$ cat config.mk
export PLATFORM = sky130hd
export DESIGN_NAME = sw_filter_multi
export DESIGN_NICKNAME = d
export VERILOG_FILES = /design/src/rtl/sw_filter_multi.sv
export SDC_FILE = /design/constraint.sdc
export NUM_CORES = 1
export LEC_CHECK = 0
export CORE_MARGIN = 2
export CORE_UTILIZATION = 55
export CTS_CLUSTER_SIZE = 40
export DETAILED_ROUTE_END_ITERATION = 16
export HOLD_SLACK_MARGIN = 0.05
export PLACE_DENSITY = 0.78
export REMOVE_ABC_BUFFERS = 1
export SYNTH_ARGS = -nofsm -noshare
export SYNTH_HDL_FRONTEND = slang
export SYNTH_SLANG_ARGS = --single-unit
$ cat constraint.sdc
create_clock -name clk_in -period 2.6 [get_ports clk_in]
set_clock_uncertainty 0.2 [all_clocks]
set_input_delay 0.52 -clock clk_in [delete_from_list [all_inputs] [get_ports clk_in]]
set_output_delay 0.52 -clock clk_in [all_outputs]
set_load 0.1 [all_outputs]
$ cat src/rtl/sw_filter_multi.sv
// -----------------------------------------------------------------------------
// sw_filter_multi
//
// Multi-channel switch/status debouncer. Each raw input is synchronised,
// turned into an "active" sample and counted over a window of WIN enabled
// cycles that all channels share. At each window end the per-channel
// debounced state is updated with hysteresis. Assertion needs at least THD_ON
// active samples. Deassertion needs at most THD_OFF active samples.
//
// Ports:
//   clk_in      sample clock
//   rstn_i      asynchronous active-low reset
//   en_i        filter enable; low clears the window and per-channel counts
//   sw_in       [CH] raw asynchronous switch inputs
//   sw_state    [CH] debounced state, 1 = active
//   rise_o      [CH] one-cycle pulse on a 0->1 change of sw_state
//   fall_o      [CH] one-cycle pulse on a 1->0 change of sw_state
//   win_done_o  one-cycle pulse after every evaluated window
// -----------------------------------------------------------------------------
module sw_filter_multi #(
   parameter int CH          = 4,
   parameter int WIN         = 10,
   parameter int WIN_W       = 8,
   parameter int THD_ON      = 7,
   parameter int THD_OFF     = 3,
   parameter int ACTIVE_LOW  = 1,
   parameter int SYNC_STAGES = 2
) (
   input  logic          clk_in,
   input  logic          rstn_i,
   input  logic          en_i,
   input  logic [CH-1:0] sw_in,
   output logic [CH-1:0] sw_state,
   output logic [CH-1:0] rise_o,
   output logic [CH-1:0] fall_o,
   output logic          win_done_o
);

   // Idle (inactive) input level. The synchronisers reset to this level so
   // that no spurious active samples appear after reset.
   localparam logic             INACT_LVL = (ACTIVE_LOW != 0);
   localparam logic [WIN_W-1:0] WIN_LAST  = WIN_W'(WIN - 1);
   localparam logic [WIN_W:0]   THD_ON_V  = (WIN_W + 1)'(THD_ON);
   localparam logic [WIN_W:0]   THD_OFF_V = (WIN_W + 1)'(THD_OFF);

   // ---------------------------------------------------------------------
   // Shared window counter
   // ---------------------------------------------------------------------
   logic [WIN_W-1:0] wcnt_q, wcnt_d;
   logic             win_done_q, win_done_d;
   logic             win_end;

   always_comb begin
      win_end    = en_i && (wcnt_q == WIN_LAST);
      win_done_d = win_end;
      if (!en_i || win_end) begin
         // A disabled filter restarts from a fresh window. A partial window
         // is never evaluated.
         wcnt_d = '0;
      end else begin
         wcnt_d = wcnt_q + 1'b1;
      end
   end

   always_ff @(posedge clk_in or negedge rstn_i) begin
      if (!rstn_i) begin
         wcnt_q     <= '0;
         win_done_q <= 1'b0;
      end else begin
         wcnt_q     <= wcnt_d;
         win_done_q <= win_done_d;
      end
   end

   assign win_done_o = win_done_q;

   // ---------------------------------------------------------------------
   // Per-channel synchroniser, active counter and hysteresis state
   // ---------------------------------------------------------------------
   for (genvar gi = 0; gi < CH; gi++) begin : g_ch
      logic [SYNC_STAGES-1:0] sync_q, sync_d;
      logic [WIN_W-1:0]       acnt_q, acnt_d;
      logic                   state_q, state_d;
      logic                   rise_q, rise_d;
      logic                   fall_q, fall_d;
      logic                   act;
      logic [WIN_W:0]         tot;

      always_comb begin
         sync_d = {sync_q[SYNC_STAGES-2:0], sw_in[gi]};
         act    = sync_q[SYNC_STAGES-1] ^ INACT_LVL;
         // The window-end sample is still in flight. Adding it here makes
         // tot cover exactly WIN samples.
         tot     = (WIN_W + 1)'(acnt_q) + (WIN_W + 1)'(act);
         acnt_d  = acnt_q;
         state_d = state_q;
         rise_d  = 1'b0;
         fall_d  = 1'b0;
         if (!en_i) begin
            acnt_d = '0;
         end else if (win_end) begin
            acnt_d = '0;
            if (!state_q && (tot >= THD_ON_V)) begin
               state_d = 1'b1;
               rise_d  = 1'b1;
            end else if (state_q && (tot <= THD_OFF_V)) begin
               state_d = 1'b0;
               fall_d  = 1'b1;
            end
         end else begin
            acnt_d = acnt_q + WIN_W'(act);
         end
      end

      always_ff @(posedge clk_in or negedge rstn_i) begin
         if (!rstn_i) begin
            sync_q  <= {SYNC_STAGES{INACT_LVL}};
            acnt_q  <= '0;
            state_q <= 1'b0;
            rise_q  <= 1'b0;
            fall_q  <= 1'b0;
         end else begin
            sync_q  <= sync_d;
            acnt_q  <= acnt_d;
            state_q <= state_d;
            rise_q  <= rise_d;
            fall_q  <= fall_d;
         end
      end

      assign sw_state[gi] = state_q;
      assign rise_o[gi]   = rise_q;
      assign fall_o[gi]   = fall_q;
   end

endmodule

## After elaboration in Yosys (flattened, before gate mapping)

Cells that the tools add are included.
Widths: inputs -> output; s select.

- Input port bits: 7
- Output and inout port bits: 13
- Word-level logic and storage cells: 112
- Register bits: 61

- Add/subtract/negate cells: 9
- Reduce and logical (&&, ||, !) cells: 23
- $lt $le $gt $ge: 8
- Bitwise logic cells: 4
- Multiplexer cells: 45
- Equal/unequal tests: 1

Operator list:

| kind | number |
|---|---|
| $mux 8 | 9 |
| $add 8x1->9 | 4 |
| $ge 9x3->1 const B | 4 |
| $le 9x2->1 const B | 4 |
| $mux 1 | 36 |
| $add 8x1->8 | 4 |
| $reduce_and 3->1 | 4 |
| $logic_and 1x1->1 | 9 |
| $add 8x1->8 const B | 1 |
| $eq 8x4->1 const B | 1 |
| $reduce_bool 2->1 | 4 |
| $logic_not 1->1 | 5 |
| $not 1->1 | 4 |
| $logic_or 1x1->1 | 1 |

## Logic depth before layout (Yosys ltp)

- Word-level depth: 8
- Depth in mapped cells: 8
- Gate-level depth less buffers: 8

## Worst setup path after synthesis

Ideal clock, no wire load.

- Path kind: flip-flop to flip-flop
- From: register g_ch[2].sync_q[1]
- To: register g_ch[2].fall_q
- Path buffers: 1
- Stages on the path, launching flop included: 9
- Required time: 2.332 ns
- Library setup time: 0.068 ns
- Slack: 0.474 ns
- Arrival time: 1.858 ns
- Path through: dfstp_2 -> inv_1 -> ha_1 -> and3_1 -> buf_6 -> nand3_4 -> mux2_4 -> a2111oi_4 -> and4_1

- Word-level cells in the longest chain between the ends: 8

Ends and longest elaborated chain:

| element | RTL line | RTL |
|---|---|---|
| start, declared | 81 | `logic [SYNC_STAGES-1:0] sync_q, sync_d;` |
| start signal, assigned | 117 | `sync_q <= {SYNC_STAGES{INACT_LVL}};` |
| start signal, assigned | 123 | `sync_q <= sync_d;` |
| $not 1->1 (no source line) (*) | - |  |
| $add 8x1->9 (*) | 94 | `tot = (WIN_W + 1)'(acnt_q) + (WIN_W + 1)'(act);` |
| $le 9x2->1 | 106 | `end else if (state_q && (tot <= THD_OFF_V)) begin` |
| $logic_and 1x1->1 | 106 |  |
| $mux 1 | 106 |  |
| $mux 1 (*) | 103 | `if (!state_q && (tot >= THD_ON_V)) begin` |
| $mux 1 (*) | 101 | `end else if (win_end) begin` |
| $mux 1 (*) | 99 | `if (!en_i) begin` |
| net g_ch[2].fall_d | 85 | `logic fall_q, fall_d;` |
| end signal, assigned | 127 | `fall_q <= fall_d;` |
| end, declared | 85 |  |

The timed path passes the listed nets; every way through them passes the cells marked *.
A chain may end at the register's enable or synchronous reset.

## Final worst setup path

- From: register g_ch[1].sync_q[1]
- To: register g_ch[1].state_q

- Word-level cells in the longest chain between the ends: 6

Ends and longest elaborated chain:

| element | RTL line | RTL |
|---|---|---|
| start, declared | 81 |  |
| start signal, assigned | 117 |  |
| start signal, assigned | 123 |  |
| $not 1->1 (no source line) (*) | - |  |
| $add 8x1->9 (*) | 94 |  |
| $ge 9x3->1 / $le 9x2->1 (equally long branches) | 103, 106 |  |
| $logic_and 1x1->1 (on tied branches) | 103, 106 |  |
| $reduce_bool 2->1 (no source line) | - |  |
| $reduce_and 3->1 (no source line) | - |  |
| end signal, assigned | 125 | `state_q <= state_d;` |
| end, declared | 83 | `logic state_q, state_d;` |

Mark *: on every way between the ends. The rest lies on a longest branch, timed or not.

==> flow_summary_export.csv <==
group,metric,value,unit
run_status,status,"completed",
grt,use_met2,0.346,
clock_network,cts_tree,"done",
route,routedWlPerCell,14.2,microns
logic_synthesis,ys_seq_area_frac,0.504,
floorplanning,dieWidth,78.5,microns
power,intPower,0.00151,W
grt,grt_use_met1,0.250,
power,finalPower,0.00196,W
route,drc,0,
grt,grt_pass1_vias,2172,
timing,period_share,0.879,
route,first_iter_violations,95,
worst_setup_path,cp.required,2640,ps
worst_setup_path,end_kind,"flop",
worst_setup_path,critical_path_arrival,2320,ps
logic_synthesis,syn_area,3050,sq um
timing,max_freq,438,MHz
timing,slew_headroom,0.651,
worst_setup_path,reg2regPathDepth,6,
logic_synthesis,yosysWarnings,0,
cells_and_area,nFillCells,455,
power,clkPwrFrac,0.417,
power,p_comb_frac,0.072,
place,dpl_cell_area,3210,sq um
floorplanning,die_area,6160,sq um
floorplanning,start_util,0.561,
route,first_pass_iters,4,
clock_network,cts-root-buf,"clkbuf_8",
power,switchingPower,0.000455,W
route,wl,5460,microns
worst_setup_path,cp_max_fo,7,
floorplanning,die_y,78.5,microns
logic_synthesis,async_reset_ff_frac,1.00,
logic_synthesis,avgSynthCellArea,10.4,sq um
worst_setup_path,cpMostUsedCell,"a211oi_1",
cells_and_area,area_growth,12.3,%
worst_hold_path,min_from,"g_ch[1].sync_q[0]",
worst_setup_path,ff2ff_setup_slack,320,ps
grt,grt_pass1_wl,9680,microns
floorplanning,num_rows,27,
timing,hold_violations,0,
grt,overflow,0,
clock_network,cts_resized,0,
logic_synthesis,synth_seq_cells,61,
logic_synthesis,synth_flop_cell,"dfrtp_1",
grt,grtUsageTotal,0.203,
clock_network,clk_pin_slew,70,ps
clock_network,post_cts_buffers,0,
worst_setup_path,worstPathCellList,"inv_1 > ha_1 > or3_1 > a211oi_1 > a211oi_1 > nor3_1",
clock_network,cts-buffers-inserted,9,
place,portBuffers,19,
grt,grt_use_met3,0.0586,
timing,period_needed,2280,ps
floorplanning,core_area,5440,sq um
route,ant_nets,0,
place,routabilityCongestion,0.821,
timing,worst_hold_slack,158,ps
floorplanning,ios,20,
route,via_per_inst,5.46,
grt,grt_max_degree,36,
power,p_leak,1.54,nW
power,switching_share,0.232,
worst_setup_path,r2r_end,"g_ch[1].state_q",
route,num_vias,2101,
timing,setup_viol,0,
clock_network,clock_latency,330,ps
worst_hold_path,hold_path_end,"g_ch[1].sync_q[1]",
worst_setup_path,timing.rr.start,"g_ch[1].sync_q[1]",
power,seq_power_share,0.511,
worst_setup_path,start_kind,"flop",
place,dp_hpwl,3740,microns
cells_and_area,final_common_cell,"dfrtp_1",
grt,top_usage_layer,"met2",
logic_synthesis,ys_types,47,
cells_and_area,final_cell_mix,"dfrtp_1 (53), nor2_1 (41), xor2_1 (19)",
power,p_per_area,574,nW/um^2
cells_and_area,layout.nets,325,
cells_and_area,design_area,3420,sq um
flow_run,max-cap-violations,0,
cells_and_area,diodes,0,
worst_setup_path,cpPeakStageDelay,520,ps
timing,rsz0062_at_grt,"false",
worst_hold_path,hold_depth,0,
cells_and_area,drive_gt1_frac,0.163,
worst_hold_path,min_path_type,"flop to flop",
grt,antenna_found_initial,0,
logic_synthesis,syn_inst,293,
worst_setup_path,critPathSlowestCell,"dfstp_2",
clock_network,cts_buffer_depth,2,
clock_network,ctsHtreeMaxLevel,3,
timing,worstMarginPinSlew,517,ps
power,max-vdd-ir-drop,0.000378,V
clock_network,cts.sinks,61,
worst_setup_path,path_class,"flop to flop",
logic_synthesis,synth_edf_count,0,
timing,drv_slew,0,
synth_stat cells (5+ instances only):
cell type  count  area (sq um)
dfstp_2        8           210
nand4_1        7          43.8
nand3_1       11          55.1
dfrtp_1       53          1330
a21oi_1        5          25.0
xnor2_1       15           131
and3_1         5          31.3
nor2_1        41           154
o21ai_0       12          60.1
xor2_1        19           166
or3_1          5          31.3
inv_1         12          45.0
ha_1          10           125
buf_4         12          90.1
nand2_1       18          67.6
critical path, delay by kind of cell, from the launching register on:
kind                       cells  cell delay (ps)
DFF                            1              520
and+or+nand+nor                2              560
buffers and inverters          1               50
adders and majority gates      1              290
AOI/OAI and AO/OA              2              580
registers in the layout (all words and copies together), names as in the netlist:
name          flops
g_ch.acnt_q      32
g_ch.fall_q       4
g_ch.rise_q       4
g_ch.state_q      4
g_ch.sync_q       8
wcnt_q            8
win_done_o        1
timing repair:
item                                    in CTS  in global routing
endpoints found under the setup margin       0                  0
hold endpoints to repair                     9                  0
hold buffers                                 1                  0
routing by layer:
metal  vias up  part of all wire  wire (microns)
li1       1017                 -               -
met3         7             0.034             185
met1      1041              0.44            2430
met2        36              0.51            2780
met4         0             0.012              68
met5         -                 0               0
cell type report:
cell class | instances | area [sq um] | share of cell area
clock buffer | 16 | 200 | 0.0585
inverter | 12 | 45.0 | 0.0132
multi-input combinational | 199 | 1340 | 0.391
sequential | 61 | 1540 | 0.449
tap | 72 | 90.1 | 0.0263
timing repair buffer | 25 | 213 | 0.0621
worst max-delay path by stage:
| stage | start | endpoint | slack [ps] | cells past startpoint |
|---|---|---|---|---|
| 6_report | g_ch[1].sync_q[1] | g_ch[1].state_q | 320 | 6 |
| 4_1_cts | g_ch[2].sync_q[1] | g_ch[2].fall_q | 330 | 7 |
| 2_1_floorplan | wcnt_q[1] | g_ch[0].acnt_q[1] | -1600 | 5 |
| 3_5_place_dp | en_i | g_ch[3].state_q | 240 | 7 |
| 5_1_grt | g_ch[3].sync_q[1] | g_ch[3].fall_q | 190 | 7 |
| 3_3_place_gp | en_i | g_ch[3].state_q | 280 | 7 |
through the flow:
step,utilization,setup TNS (ps),setup slack [ps],std cells
CTS,0.630,0,331,385
global placement,0.591,0,276,368
detailed placement,0.591,0,238,368
floorplan,-,-61310,-1600,272
finish,0.630,0,315,385
global route,0.630,0,192,385
logic make-up after synthesis:
logic type / share of synthesized area
and+or+nand+nor: 0.196
DFF: 0.504
AOI/OAI and AO/OA: 0.0837
xor gates and xnor gates: 0.0976
buffers and inverters: 0.0595
adders and majority gates: 0.0410
muxes: 0.0189
power by group through the flow:
stage | clock network (W) | registers [W] | logic (W)
after CTS | 0.000844 | 0.00100 | 0.000144
final | 0.000819 | 0.00100 | 0.000142
after global routing | 0.000890 | 0.00101 | 0.000161
after detailed placement | 0 | 0.00102 | 0.000142
after global placement | 0 | 0.00102 | 0.000137
after floorplan | 0 | 0.00103 | 0.0000668
Note: power is estimated with default switching activity, not from simulation.
